File: src/rtl/framebuffer_fill_if.sv
// Command and framebuffer-write bundle for the rectangle-fill blitter.
// master = command source / framebuffer side, slave = the blitter itself.
interface framebuffer_fill_if #(
  parameter int ADDR_W = 17
);
  logic              cmd_valid;
  logic              cmd_ready;
  logic [8:0]        cmd_x;
  logic [7:0]        cmd_y;
  logic [8:0]        cmd_w;
  logic [7:0]        cmd_h;
  logic [7:0]        cmd_color;

  logic              wr_enable;
  logic [ADDR_W-1:0] wr_address;
  logic [7:0]        wr_data;
  logic              wr_stall;

  modport master (
    output cmd_valid, cmd_x, cmd_y, cmd_w, cmd_h, cmd_color, wr_stall,
    input  cmd_ready, wr_enable, wr_address, wr_data
  );

  modport slave (
    input  cmd_valid, cmd_x, cmd_y, cmd_w, cmd_h, cmd_color, wr_stall,
    output cmd_ready, wr_enable, wr_address, wr_data
  );
endinterface

File: src/rtl/framebuffer_fill.sv
// Rectangle-fill blitter: clips one command to the screen and emits one
// framebuffer write per pixel in raster order, honouring write back-pressure.
module framebuffer_fill #(
  parameter int WIDTH  = 320,
  parameter int HEIGHT = 240,
  parameter int ADDR_W = 17
) (
  input  logic              clk,
  input  logic              rst_n,
  framebuffer_fill_if.slave bus,
  output logic              busy,
  output logic              done,
  output logic [ADDR_W-1:0] pixel_count
);

  typedef enum logic [1:0] {ST_IDLE, ST_CLIP, ST_FILL, ST_DONE} state_t;

  localparam logic [9:0]        WIDTH_X  = 10'(WIDTH);
  localparam logic [8:0]        HEIGHT_Y = 9'(HEIGHT);
  localparam logic [ADDR_W-1:0] WIDTH_A  = ADDR_W'(WIDTH);

  state_t            state;
  logic [8:0]        x_q, w_q, col_q;
  logic [7:0]        y_q, h_q, row_q, color_q;
  logic [9:0]        x_end_q;
  logic [8:0]        y_end_q;
  logic [ADDR_W-1:0] row_base_q;
  logic              wr_enable_q;
  logic [ADDR_W-1:0] wr_address_q;
  logic [7:0]        wr_data_q;
  logic              done_q;
  logic [ADDR_W-1:0] pixel_count_q;

  logic [9:0]        x_sum, x_end_c;
  logic [8:0]        y_sum, y_end_c;
  logic              empty;
  logic [ADDR_W-1:0] row_base_c;
  logic              last_col, last_row;

  // Sums are widened by one bit so a rectangle hanging off the edge cannot wrap.
  // NOTE: every always_comb output gets a default first, so no latch is inferred.
  always_comb begin
    x_sum      = {1'b0, x_q} + {1'b0, w_q};
    y_sum      = {1'b0, y_q} + {1'b0, h_q};
    x_end_c    = (x_sum > WIDTH_X)  ? WIDTH_X  : x_sum;
    y_end_c    = (y_sum > HEIGHT_Y) ? HEIGHT_Y : y_sum;
    empty      = (w_q == '0) || (h_q == '0) ||
                 ({1'b0, x_q} >= WIDTH_X) || ({1'b0, y_q} >= HEIGHT_Y);
    row_base_c = ADDR_W'(y_q) * WIDTH_A;
    last_col   = (({1'b0, col_q} + 10'd1) == x_end_q);
    last_row   = (({1'b0, row_q} + 9'd1) == y_end_q);
  end

  // NOTE: sequential state uses non-blocking assignments only, so every
  // right-hand side below sees the pre-edge value regardless of statement order.
  always_ff @(posedge clk or negedge rst_n) begin
    if (!rst_n) begin
      state         <= ST_IDLE;
      x_q           <= '0;
      y_q           <= '0;
      w_q           <= '0;
      h_q           <= '0;
      color_q       <= '0;
      col_q         <= '0;
      row_q         <= '0;
      x_end_q       <= '0;
      y_end_q       <= '0;
      row_base_q    <= '0;
      wr_enable_q   <= 1'b0;
      wr_address_q  <= '0;
      wr_data_q     <= '0;
      done_q        <= 1'b0;
      pixel_count_q <= '0;
    end else begin
      done_q <= 1'b0;
      unique case (state)
        ST_IDLE: begin
          if (bus.cmd_valid) begin
            x_q           <= bus.cmd_x;
            y_q           <= bus.cmd_y;
            w_q           <= bus.cmd_w;
            h_q           <= bus.cmd_h;
            color_q       <= bus.cmd_color;
            pixel_count_q <= '0;
            state         <= ST_CLIP;
          end
        end

        ST_CLIP: begin
          x_end_q <= x_end_c;
          y_end_q <= y_end_c;
          if (empty) begin
            done_q <= 1'b1;
            state  <= ST_DONE;
          end else begin
            col_q        <= x_q;
            row_q        <= y_q;
            row_base_q   <= row_base_c;
            wr_address_q <= row_base_c + ADDR_W'(x_q);
            wr_data_q    <= color_q;
            wr_enable_q  <= 1'b1;
            state        <= ST_FILL;
          end
        end

        // The address is kept as a running register so the write port never
        // sees a path from wr_stall; it only moves after a completed write.
        ST_FILL: begin
          if (!bus.wr_stall) begin
            pixel_count_q <= pixel_count_q + ADDR_W'(1);
            if (last_col) begin
              if (last_row) begin
                wr_enable_q <= 1'b0;
                done_q      <= 1'b1;
                state       <= ST_DONE;
              end else begin
                col_q        <= x_q;
                row_q        <= row_q + 8'd1;
                row_base_q   <= row_base_q + WIDTH_A;
                wr_address_q <= row_base_q + WIDTH_A + ADDR_W'(x_q);
              end
            end else begin
              col_q        <= col_q + 9'd1;
              wr_address_q <= wr_address_q + ADDR_W'(1);
            end
          end
        end

        ST_DONE: state <= ST_IDLE;

        default: state <= ST_IDLE;
      endcase
    end
  end

  assign bus.cmd_ready  = (state == ST_IDLE);
  assign bus.wr_enable  = wr_enable_q;
  assign bus.wr_address = wr_address_q;
  assign bus.wr_data    = wr_data_q;
  assign busy           = (state != ST_IDLE);
  assign done           = done_q;
  assign pixel_count    = pixel_count_q;

endmodule

File: src/flat_wrapper.sv
// flat-port wrapper written by rule: the top's interface ports become plain ports
module framebuffer_fill_flat 
#(
  parameter int WIDTH  = 320,
  parameter int HEIGHT = 240,
  parameter int ADDR_W = 17
)
  (clk, rst_n, busy, done, pixel_count, bus_cmd_valid, bus_cmd_x, bus_cmd_y, bus_cmd_w, bus_cmd_h, bus_cmd_color, bus_wr_stall, bus_cmd_ready, bus_wr_enable, bus_wr_address, bus_wr_data);
  framebuffer_fill_if #(.ADDR_W(ADDR_W)) bus_i ();
  input  logic clk;
  input  logic rst_n;
  output logic busy;
  output logic done;
  output logic [ADDR_W-1:0] pixel_count;
  input wire logic [$bits(bus_i.cmd_valid)-1:0] bus_cmd_valid;
  input wire logic [$bits(bus_i.cmd_x)-1:0] bus_cmd_x;
  input wire logic [$bits(bus_i.cmd_y)-1:0] bus_cmd_y;
  input wire logic [$bits(bus_i.cmd_w)-1:0] bus_cmd_w;
  input wire logic [$bits(bus_i.cmd_h)-1:0] bus_cmd_h;
  input wire logic [$bits(bus_i.cmd_color)-1:0] bus_cmd_color;
  input wire logic [$bits(bus_i.wr_stall)-1:0] bus_wr_stall;
  output wire logic [$bits(bus_i.cmd_ready)-1:0] bus_cmd_ready;
  output wire logic [$bits(bus_i.wr_enable)-1:0] bus_wr_enable;
  output wire logic [$bits(bus_i.wr_address)-1:0] bus_wr_address;
  output wire logic [$bits(bus_i.wr_data)-1:0] bus_wr_data;
  assign bus_i.cmd_valid = bus_cmd_valid;
  assign bus_i.cmd_x = bus_cmd_x;
  assign bus_i.cmd_y = bus_cmd_y;
  assign bus_i.cmd_w = bus_cmd_w;
  assign bus_i.cmd_h = bus_cmd_h;
  assign bus_i.cmd_color = bus_cmd_color;
  assign bus_i.wr_stall = bus_wr_stall;
  assign bus_cmd_ready = bus_i.cmd_ready;
  assign bus_wr_enable = bus_i.wr_enable;
  assign bus_wr_address = bus_i.wr_address;
  assign bus_wr_data = bus_i.wr_data;
  framebuffer_fill #(.WIDTH(WIDTH), .HEIGHT(HEIGHT), .ADDR_W(ADDR_W)) u_core (.clk(clk), .rst_n(rst_n), .bus(bus_i), .busy(busy), .done(done), .pixel_count(pixel_count));
endmodule
File: config.mk
export PLATFORM = sky130hd
export DESIGN_NAME = framebuffer_fill_flat
export DESIGN_NICKNAME = d
export VERILOG_FILES = /design/src/rtl/framebuffer_fill_if.sv /design/src/rtl/framebuffer_fill.sv /design/src/flat_wrapper.sv
export SDC_FILE = /design/constraint.sdc
export NUM_CORES = 1
export LEC_CHECK = 0
export BUFFER_PORTS_ARGS = -buffer_cell sky130_fd_sc_hd__clkbuf_2
export CORE_MARGIN = 5
export CORE_UTILIZATION = 50
export CTS_BUF_LIST = sky130_fd_sc_hd__clkbuf_4 sky130_fd_sc_hd__clkbuf_8
export CTS_CLUSTER_SIZE = 12
export DETAILED_ROUTE_END_ITERATION = 8
export GPL_TIMING_DRIVEN = 0
export PLACE_DENSITY_LB_ADDON = 0.1
export RECOVER_POWER = 100
export SLEW_MARGIN = 5
export SYNTH_ARGS = -nofsm -noshare
export SYNTH_HDL_FRONTEND = slang
export SYNTH_SLANG_ARGS = --single-unit
export TNS_END_PERCENT = 5
File: constraint.sdc
create_clock -name clk -period 3.6 [get_ports clk]
set_input_delay 0.18 -clock clk [delete_from_list [all_inputs] [get_ports clk]]
set_output_delay 0.18 -clock clk [all_outputs]
set_load 0.01 [all_outputs]
==> results of run 1 <==
[worst max-delay path, delay by kind of cell (launching register included)]
family | cells | cell delay (ps)
AO/OA/AOI/OAI | 3 | 820
flip-flops | 1 | 380
AND/OR/NAND/NOR | 1 | 110
buffers and inverters | 5 | 1700
adder cells (fa/ha/maj) | 1 | 170
[worst min-delay path by stage]
stage | start | to | slack, ps | depth (start not counted)
2_1_floorplan | rst_n | u_core.bus.wr_address[0] | -120 | 0
3_3_place_gp | bus_cmd_x[3] | u_core.x_q[3] | 410 | 2
3_5_place_dp | rst_n | u_core.bus.wr_address[12] | 200 | 1
4_1_cts | bus_cmd_valid | u_core.pixel_count[2] | 80 | 3
5_1_grt | bus_cmd_valid | u_core.pixel_count[2] | 100 | 3
6_report | bus_cmd_valid | u_core.pixel_count[2] | 110 | 3
[state kept, by name, indices dropped and copies added, names as in the netlist, 2 cells and up]
register               flops
u_core.x_end_q            10
u_core.color_q             8
u_core.row_base_q         11
u_core.h_q                 8
u_core.y_q                 8
u_core.pixel_count        17
u_core.bus.wr_address     17
u_core.bus.wr_data         8
u_core.col_q               9
u_core.row_q               8
u_core.w_q                 9
u_core.y_end_q             9
u_core.state               2
u_core.x_q                 9
[layer usage]
layer / routed length [um] / global-route usage [%] / vias to the layer above / part of all wire [%]
li1: - / - / 3761 / -
met5: 0 / 0 / - / 0
met2: 11000 / 38.38 / 225 / 46
met4: 518 / 7.433 / 0 / 2.2
met3: 1408 / 3.727 / 39 / 5.9
met1: 10930 / 33.99 / 3687 / 46
[stage by stage]
| step | instance area, um^2 | worst slack (ps) |
|---|---|---|
| floorplan | 8890 | 871.0 |
| global placement | 9622 | 1.116 |
| detailed placement | 9658 | 333.6 |
| CTS | 10470 | 320.7 |
| global route | 10350 | 77.87 |
| finish | 10350 | 297.1 |
[layout make-up]
class,count,area [um^2]
clock buffers,20,256.5
flip-flops and latches,135,3378
plain buffers,48,241.5
repair buffers,134,830.8
inverters,28,105.1
multi-input cells,737,5129
well taps,225,281.5
fillers,1594,7008
clock inverters,12,126.4
[logic make-up after synthesis]
| group | synth area share (%) |
|---|---|
| simple gates | 17.30 |
| xor+xnor | 8.177 |
| other cells | 0.04218 |
| compound gates | 18.59 |
| buf+inv | 4.054 |
| mux | 6.742 |
| fa+ha+maj | 7.094 |
| flops | 38.00 |
[power by group through the flow]
stage	registers [mW]	clock network (mW)	logic (mW)
4_1_cts	2.92	1.29	7.18
5_1_grt	3.02	1.37	7.89
3_3_place_gp	2.94	0	7.03
2_1_floorplan	2.76	0	5.39
6_report	2.94	1.26	7.09
3_5_place_dp	2.95	0	7.10
[placed cells by master (no fill, tap or decap), types with 12 or more instances in the layout]
cell type and instances:
ha_1 44, dlygate4sd3_1 43, inv_1 26, xnor2_1 43, mux2_2 44, dfrtp_1 135
nor3_1 28, a21oi_1 59, nand3_1 28, o21ai_0 37, clkbuf_2 46, nand2_1 81
nor2_1 97, clkbuf_1 73, a31oi_1 13, o22a_1 13, clkbuf_8 17, nor2b_1 12
xor2_1 40, a211oi_1 17
[what timing repair did]
action                                 in CTS  in global routing
setup endpoints to repair                   0                  0
endpoints found under the hold margin     102                  0
hold buffers                               43                  0
[synthesized netlist by cell type (11+ instances only)]
cell      instances
nor3_1           28
o22a_1           13
o21ai_1          12
nand4_1          11
nor2b_1          12
nand3_1          28
nand2_1          81
a21oi_1          59
and3_1           11
buf_2            12
clkbuf_1         25
a31oi_1          13
ha_1             44
nor2_1           97
dfrtp_1         135
xnor2_1          43
o21ai_0          27
inv_1            26
a211oi_1         17
mux2_2           45
xor2_1           40
==> flow_summary.toml, run 1 <==
[logic_synthesis]
ys_async_sr_fraction_pct = 100.0
netlist_instances = 948
synthFlopType = "dfrtp_1"
synth_fp_nets = 1042
ys_ff_latch = 135
synth_area_leaders = "dfrtp_1, ha_1, mux2_2, xnor2_1, nor2_1"
yosysUniqueCellTypes = 80
synth_warnings = 0
synth_top_area_share_pct = 38.00
syn_avg_cell_area_um2 = 9.377
syn_area_mm2 = 0.008890
synth_top_area_cell = "dfrtp_1"
synth-seq-area-share_pct = 38.00
synth-edff-count = 0

[sta]
fin_skew_ps = 8.565
grt_setup_unrepaired = "no"
timing.hold.ws_ps = 109.7
fin_crit_ps = 3303
worst-slew-pin-transition_ps = 1595
hold_viol = 0
slew_headroom_pct = -6.338
drv_slew = 62
timing.fmax_ghz = 0.3028
setup_tns_ps = 0
post-route-period-util_pct = 91.75
setup_violations = 0

[detailed_routing]
wl_um = 23860
vias = 7712
avgRoutedWirePerCell_um = 17.82
dr.pass1.iters = 5
viasPerCell = 5.760
detail_route.iter0.violations = 487
ant_nets = 0
drcViolationCount = 0

[placed_design]
io_buffers = 90
place_congestion = 0.8722
place_inst = 1264
dpl.hpwl_um = 17390

[pwr]
max-vdd-ir-drop_mv = 0.5238
combPwrFrac_pct = 62.8
clkPwrFrac_pct = 11.2
power_mw = 11.29
p_per_area_mw_per_mm2 = 1091
pwr-share-seq_pct = 26.0
p_sw_share_pct = 48.44
leakage_nw = 4.408
p_switching_mw = 5.469
internal_power_mw = 5.821

[critical_path]
reg2regPathDepth = 10
critPathKind = "reg2reg"
critPathArrivalTime_ps = 3650
r2r_start = "u_core.state[1]"
cp_common_cell = "clkbuf_1"
crit_chain = "inv_1, ha_1, clkbuf_1, clkinv_1, o21ai_0, a221o_1, buf_6, clkbuf_1, nor2_1, o22a_1"
cp-startpoint = "u_core.state[1]"
crit_path_max_incr_delay_ps = 500
crit_slowest_cell = "clkbuf_1"
start_kind = "flop"
endpoint_kind = "flop"
cp-endpoint = "u_core.bus.wr_address[13]"
reg2reg_setup_slack_ps = 300
cp_max_fo = 10
r2r_end = "u_core.bus.wr_address[13]"
required_ps = 3940

[run_status]
violations = "max-capacitance violations, max-slew violations"
status = "complete, but fails checks"

[floorplanning]
die_height_um = 143.3
initial_core_util_pct = 51.22
core_area_mm2 = 0.01736
io_pins = 92
rows = 48
fp.dieW_um = 143.3
die_area_mm2 = 0.02055

[final_layout]
nets = 1195
drive_gt1_share_pct = 15.17
diodes = 0
areaGrowthSynthToFinish_pct = 16.41
final_cells = 1339
finish.utilization_pct = 59.62

[grt]
antenna_found_initial = 0
overflow = 0
grt_start_max_net_pins = 76
grt_pass1_wl_um = 39070
grt_usage_pct = 24.05
grt_pass1_vias = 7447

[cts]
clk_latency_ps = 460
cts.clk_slew.worst_paths_ps = 80
cts_sinks = 135
cts_tree = "built"
post_cts_buffers = 0
cts_buffer_depth = 2
numCtsBuffers = 17
ctsResizeCount = 0
cts_max_level = 4
cts_root_buf = "clkbuf_8"

[run]
max-cap-violations = 1

[worst_hold_path]
hold_class = "in2reg"
No activity file was read; power rests on OpenSTA's default activity.
==> run 2: changes to the inputs <==
==> constraint.sdc (replaced) <==
create_clock -name clk -period 3.2 [get_ports clk]
set_input_delay 0.16 -clock clk [delete_from_list [all_inputs] [get_ports clk]]
set_output_delay 0.16 -clock clk [all_outputs]
set_load 0.01 [all_outputs]
==> flow_summary.toml, run 2 (same netlist as run 1, synthesis figures left out) <==
[pwr]
power_mw = 12.79
leakage_nw = 4.439
p_per_area_mw_per_mm2 = 1228
max-vdd-ir-drop_mv = 0.5608

[worst_hold_path]
whs_path_depth = 3
min_to = "u_core.pixel_count[2]"
min_from = "bus_cmd_valid"
hold_class = "in2reg"

[detailed_routing]
ant_nets = 0
detail_route.iter0.violations = 619
vias = 7738
wl_um = 23890
viasPerCell = 5.766
drcViolationCount = 0
dr.pass1.iters = 5
avgRoutedWirePerCell_um = 17.80

[grt]
grt_start_max_net_pins = 76
overflow = 0
grt_usage_pct = 24.03
grt_pass1_vias = 7445
antenna_found_initial = 0
grt_pass1_wl_um = 39050

[placed_design]
place_ws_ps = -66.43
place_area_mm2 = 0.009658
place_inst = 1264
dpl.hpwl_um = 17390
place_congestion = 0.8722
io_buffers = 90

[sta]
setup_slack_ps = 101.8
setup_violations = 0
hold_viol = 0
timing.fmax_ghz = 0.3228
fin_crit_ps = 3098
worst-slew-pin-transition_ps = 1590
post-route-period-util_pct = 96.82
drv_slew = 62
fin_skew_ps = 10.29
slew_headroom_pct = -5.997
grt_setup_unrepaired = "yes"

[floorplanning]
io_pins = 92
die_height_um = 143.3
core_area_mm2 = 0.01736
rows = 48
fp.dieW_um = 143.3
die_area_mm2 = 0.02055
initial_core_util_pct = 51.22

[cts]
cts_tree = "built"
cts_root_buf = "clkbuf_8"
cts.clk_slew.worst_paths_ps = 80
numCtsBuffers = 17
cts_buffer_depth = 2
cts_sinks = 135
cts_max_level = 4
clk_latency_ps = 460

[final_layout]
areaGrowthSynthToFinish_pct = 17.17
drive_gt1_share_pct = 16.20
final_cells = 1342
finish.instance_area_mm2 = 0.01042
multi_input_area_mm2 = 0.005159
layout_common_cells = "dfrtp_1, nor2_1, nand2_1"
diodes = 0
seq_area_mm2 = 0.003378
fillers = 1589
nets = 1198
layout.cells.most_common = "dfrtp_1"
finish.utilization_pct = 60.01

[run_status]
status = "complete, but fails checks"
violations = "max-capacitance violations, max-slew violations"

[critical_path]
r2r_start = "u_core.x_q[6]"
start_kind = "flop"
required_ps = 3550
r2r_end = "u_core.bus.wr_address[5]"
critPathKind = "reg2reg"
critPathArrivalTime_ps = 3450
cp_max_fo = 10
reg2regPathDepth = 8
endpoint_kind = "flop"
reg2reg_setup_slack_ps = 100

[run]
max-cap-violations = 1
==> run 2: how the worst max path moves through the flow <==
stage,startpoint,endpoint,cells past startpoint
finish,u_core.x_q[6],u_core.bus.wr_address[5],8
detailed placement,u_core.col_q[0],u_core.bus.wr_address[5],9
CTS,u_core.y_q[1],u_core.bus.wr_address[16],11
global route,u_core.y_q[1],u_core.bus.wr_address[16],11
floorplan,u_core.y_q[1],u_core.bus.wr_address[16],11
global placement,rst_n,u_core.color_q[0],1
==> run 2: cell type report <==
type	instances	area share, %
inverters	28	1.021
plain buffers	48	2.474
multi-input cells	737	49.53
repair buffers	137	8.168
flip-flops and latches	135	32.43
clock inverters	12	1.213
clock buffers	20	2.462
well taps	225	2.703
==> run 2: power breakdown <==
group | internal [mW] | switching [mW] | total (mW)
clock | 0.716 | 0.707 | 1.42
combinational | 3.45 | 4.62 | 8.07
sequential | 2.44 | 0.865 | 3.31
total | 6.60 | 6.19 | 12.8
==> run 2: critical path, cell delays in order, from the launching register on <==
cell      delay, ps
dfrtp_1         510
o21ai_0         270
o211ai_1        180
a31oi_1         680
o21ai_0         280
a221o_1         340
buf_6           140
clkbuf_1        310
o22a_1          270
==> run 2: per-layer routing <==
layer	routed length (um)	track usage (%)
met2	11120	38.45
met3	1258	3.594
met4	453	7.235
met1	11060	34.03
met5	0	0
==> run 2: per-stage QoR <==
stage | hold WS [ps] | TNS (ps)
floorplan | -135.6 | 0
global placement | 391.9 | -49950
detailed placement | 184.2 | -170.9
CTS | 60.53 | 0
global route | 78.61 | -141.5
finish | 91.48 | 0
==> run 2: repair_timing <==
| item | 4_1_cts | 5_1_grt |
|---|---|---|
| pin swaps | 0 | 1 |
| gates resized for setup | 2 | 7 |
| endpoints found under the hold margin | 102 | 0 |
| hold buffers | 43 | 0 |
| endpoints found under the setup margin | 13 | 22 |
| setup buffers | 0 | 3 |
==> run 3: changes to the inputs <==
--- a/config.mk
+++ b/config.mk
@@ -6,6 +6,7 @@
 export NUM_CORES = 1
 export LEC_CHECK = 0
 export BUFFER_PORTS_ARGS = -buffer_cell sky130_fd_sc_hd__clkbuf_2
+export CORE_ASPECT_RATIO = 1.75
 export CORE_MARGIN = 5
 export CORE_UTILIZATION = 50
 export CTS_BUF_LIST = sky130_fd_sc_hd__clkbuf_4 sky130_fd_sc_hd__clkbuf_8
@@ -13,7 +14,6 @@
 export DETAILED_ROUTE_END_ITERATION = 8
 export GPL_TIMING_DRIVEN = 0
 export PLACE_DENSITY_LB_ADDON = 0.1
-export RECOVER_POWER = 100
 export SLEW_MARGIN = 5
 export SYNTH_ARGS = -nofsm -noshare
 export SYNTH_HDL_FRONTEND = slang
==> flow_summary.toml, run 3 (same netlist as run 1, synthesis figures left out) <==
[pwr]
max-vdd-ir-drop_mv = 0.6644
leakage_nw = 4.622
p_per_area_mw_per_mm2 = 1234

[detailed_routing]
vias = 7784
dr.pass1.iters = 5
detail_route.iter0.violations = 380
wl_um = 25370
drcViolationCount = 0
viasPerCell = 5.783
avgRoutedWirePerCell_um = 18.85
ant_nets = 0

[sta]
drv_slew = 0
worst-slew-pin-transition_ps = 793.7
timing.hold.ws_ps = 40.28
hold_viol = 0
setup_slack_ps = 131.8
fin_crit_ps = 3068
timing.fmax_ghz = 0.3259
grt_setup_unrepaired = "no"
post-route-period-util_pct = 95.88
fin_skew_ps = 11.61
setup_violations = 0
slew_headroom_pct = 47.08

[critical_path]
crit_slowest_cell = "dfrtp_2"
cp_max_fo = 5
critPathArrivalTime_ps = 3430
cp_top_family = "compound AO/OA/AOI/OAI gates"
cp-startpoint = "u_core.y_q[1]"
r2r_start = "u_core.y_q[1]"
endpoint_kind = "flop"
start_kind = "flop"
crit_chain = "ha_1, ha_1, fa_1, a211oi_1, nor2_1, a21o_1, a21oi_1, xor2_1, o31a_1, a211oi_1, o22a_1"
critPathKind = "reg2reg"
path_buf_inv = 0
crit_path_max_incr_delay_ps = 460
required_ps = 3570

[final_layout]
finish.utilization_pct = 60.57
seq_area_mm2 = 0.003382
multi_input_area_mm2 = 0.005162
final_cells = 1346
layout_common_cells = "dfrtp_1, nor2_1, clkbuf_2"
fillers = 1593
drive_gt1_share_pct = 20.36
finish.instance_area_mm2 = 0.01057
areaGrowthSynthToFinish_pct = 18.94
diodes = 0
nets = 1196
layout.cells.most_common = "dfrtp_1"

[grt]
grt_pass1_vias = 7961
overflow = 0
grt_usage_pct = 25.12
antenna_found_initial = 0
grt_pass1_wl_um = 41570
grt_start_max_net_pins = 105

[cts]
numCtsBuffers = 17
cts_root_buf = "clkbuf_8"
cts_max_level = 4
cts_buffer_depth = 2
cts_sinks = 135
cts.clk_slew.worst_paths_ps = 80
clk_latency_ps = 470
cts_tree = "built"

[run_status]
status = "finished clean"

[worst_hold_path]
hold_class = "in2reg"
min_from = "bus_cmd_valid"

[placed_design]
io_buffers = 90
place_ws_ps = -17.05
dpl.hpwl_um = 18820
place_area_mm2 = 0.009666
place_inst = 1270
place_congestion = 0.9212

[run]
max-cap-violations = 0

[floorplanning]
io_pins = 92
initial_core_util_pct = 50.92
die_area_mm2 = 0.02065
core_area_mm2 = 0.01746
rows = 64
die_height_um = 186.4
fp.dieW_um = 110.8
run 3: worst reg2reg max path: cells and delay by family, from the launching register on:
kind                       cells  cell delay [ps]
DFF                            1              460
and+or+nand+nor                1              100
xor gates and xnor gates       1              350
AOI/OAI and AO/OA              6             1090
adders and majority gates      3              960
run 3: final timing paths:
path                       slack (ps)                   endpoint  cells past startpoint
max in group asynchronous        2210              u_core.y_q[3]                      3
hold reg to reg                   460      u_core.bus.wr_data[5]                      2
setup / recovery                  130  u_core.bus.wr_address[16]                     11
setup reg to reg                  130  u_core.bus.wr_address[16]                     11
min in group asynchronous         160              u_core.w_q[1]                      2
hold / removal                     40      u_core.pixel_count[2]                      3
run 3: final cells by class:
cell class	count	area share (%)
Buffer	47	2.402
Clock buffer	24	3.006
Clock inverter	8	1.112
Inverter	28	1.006
Multi-Input combinational cell	737	48.82
Sequential cell	135	31.98
Tap cell	231	2.733
Timing Repair Buffer	136	8.934
run 3: layer usage:
layer  share of wire, %  global-route usage [%]  wire (um)  vias up
li1                   -                       -          -     3747
met1                 39                   27.95       9867     3785
met2                 54                   46.30      13600      198
met3                3.8                   4.182        955       54
met4                3.7                   11.38        951        0
met5                  0                       0          0        -
run 3: power by group:
group	leakage [nW]	total [mW]	switching (mW)	internal, mW
registers	1.64	3.33	0.887	2.44
logic	2.76	8.15	4.63	3.51
clock network	0.226	1.57	0.681	0.887
total	4.62	13.0	6.20	6.84
run 3: what timing repair did:
item	in CTS	in global routing
endpoints found under the hold margin	84	0
gates resized for setup	2	7
pin swaps	0	2
hold buffers	43	0
buffers inserted	0	2
endpoints found under the setup margin	6	43
run 3: stage by stage:
| step | setup TNS (ps) | power, mW |
|---|---|---|
| 3_3_place_gp | -48540 | 11.26 |
| 4_1_cts | 0 | 13.02 |
| 5_1_grt | 0 | 14.14 |
| 2_1_floorplan | 0 | 9.175 |
| 6_report | 0 | 13.05 |
| 3_5_place_dp | -37.83 | 11.36 |
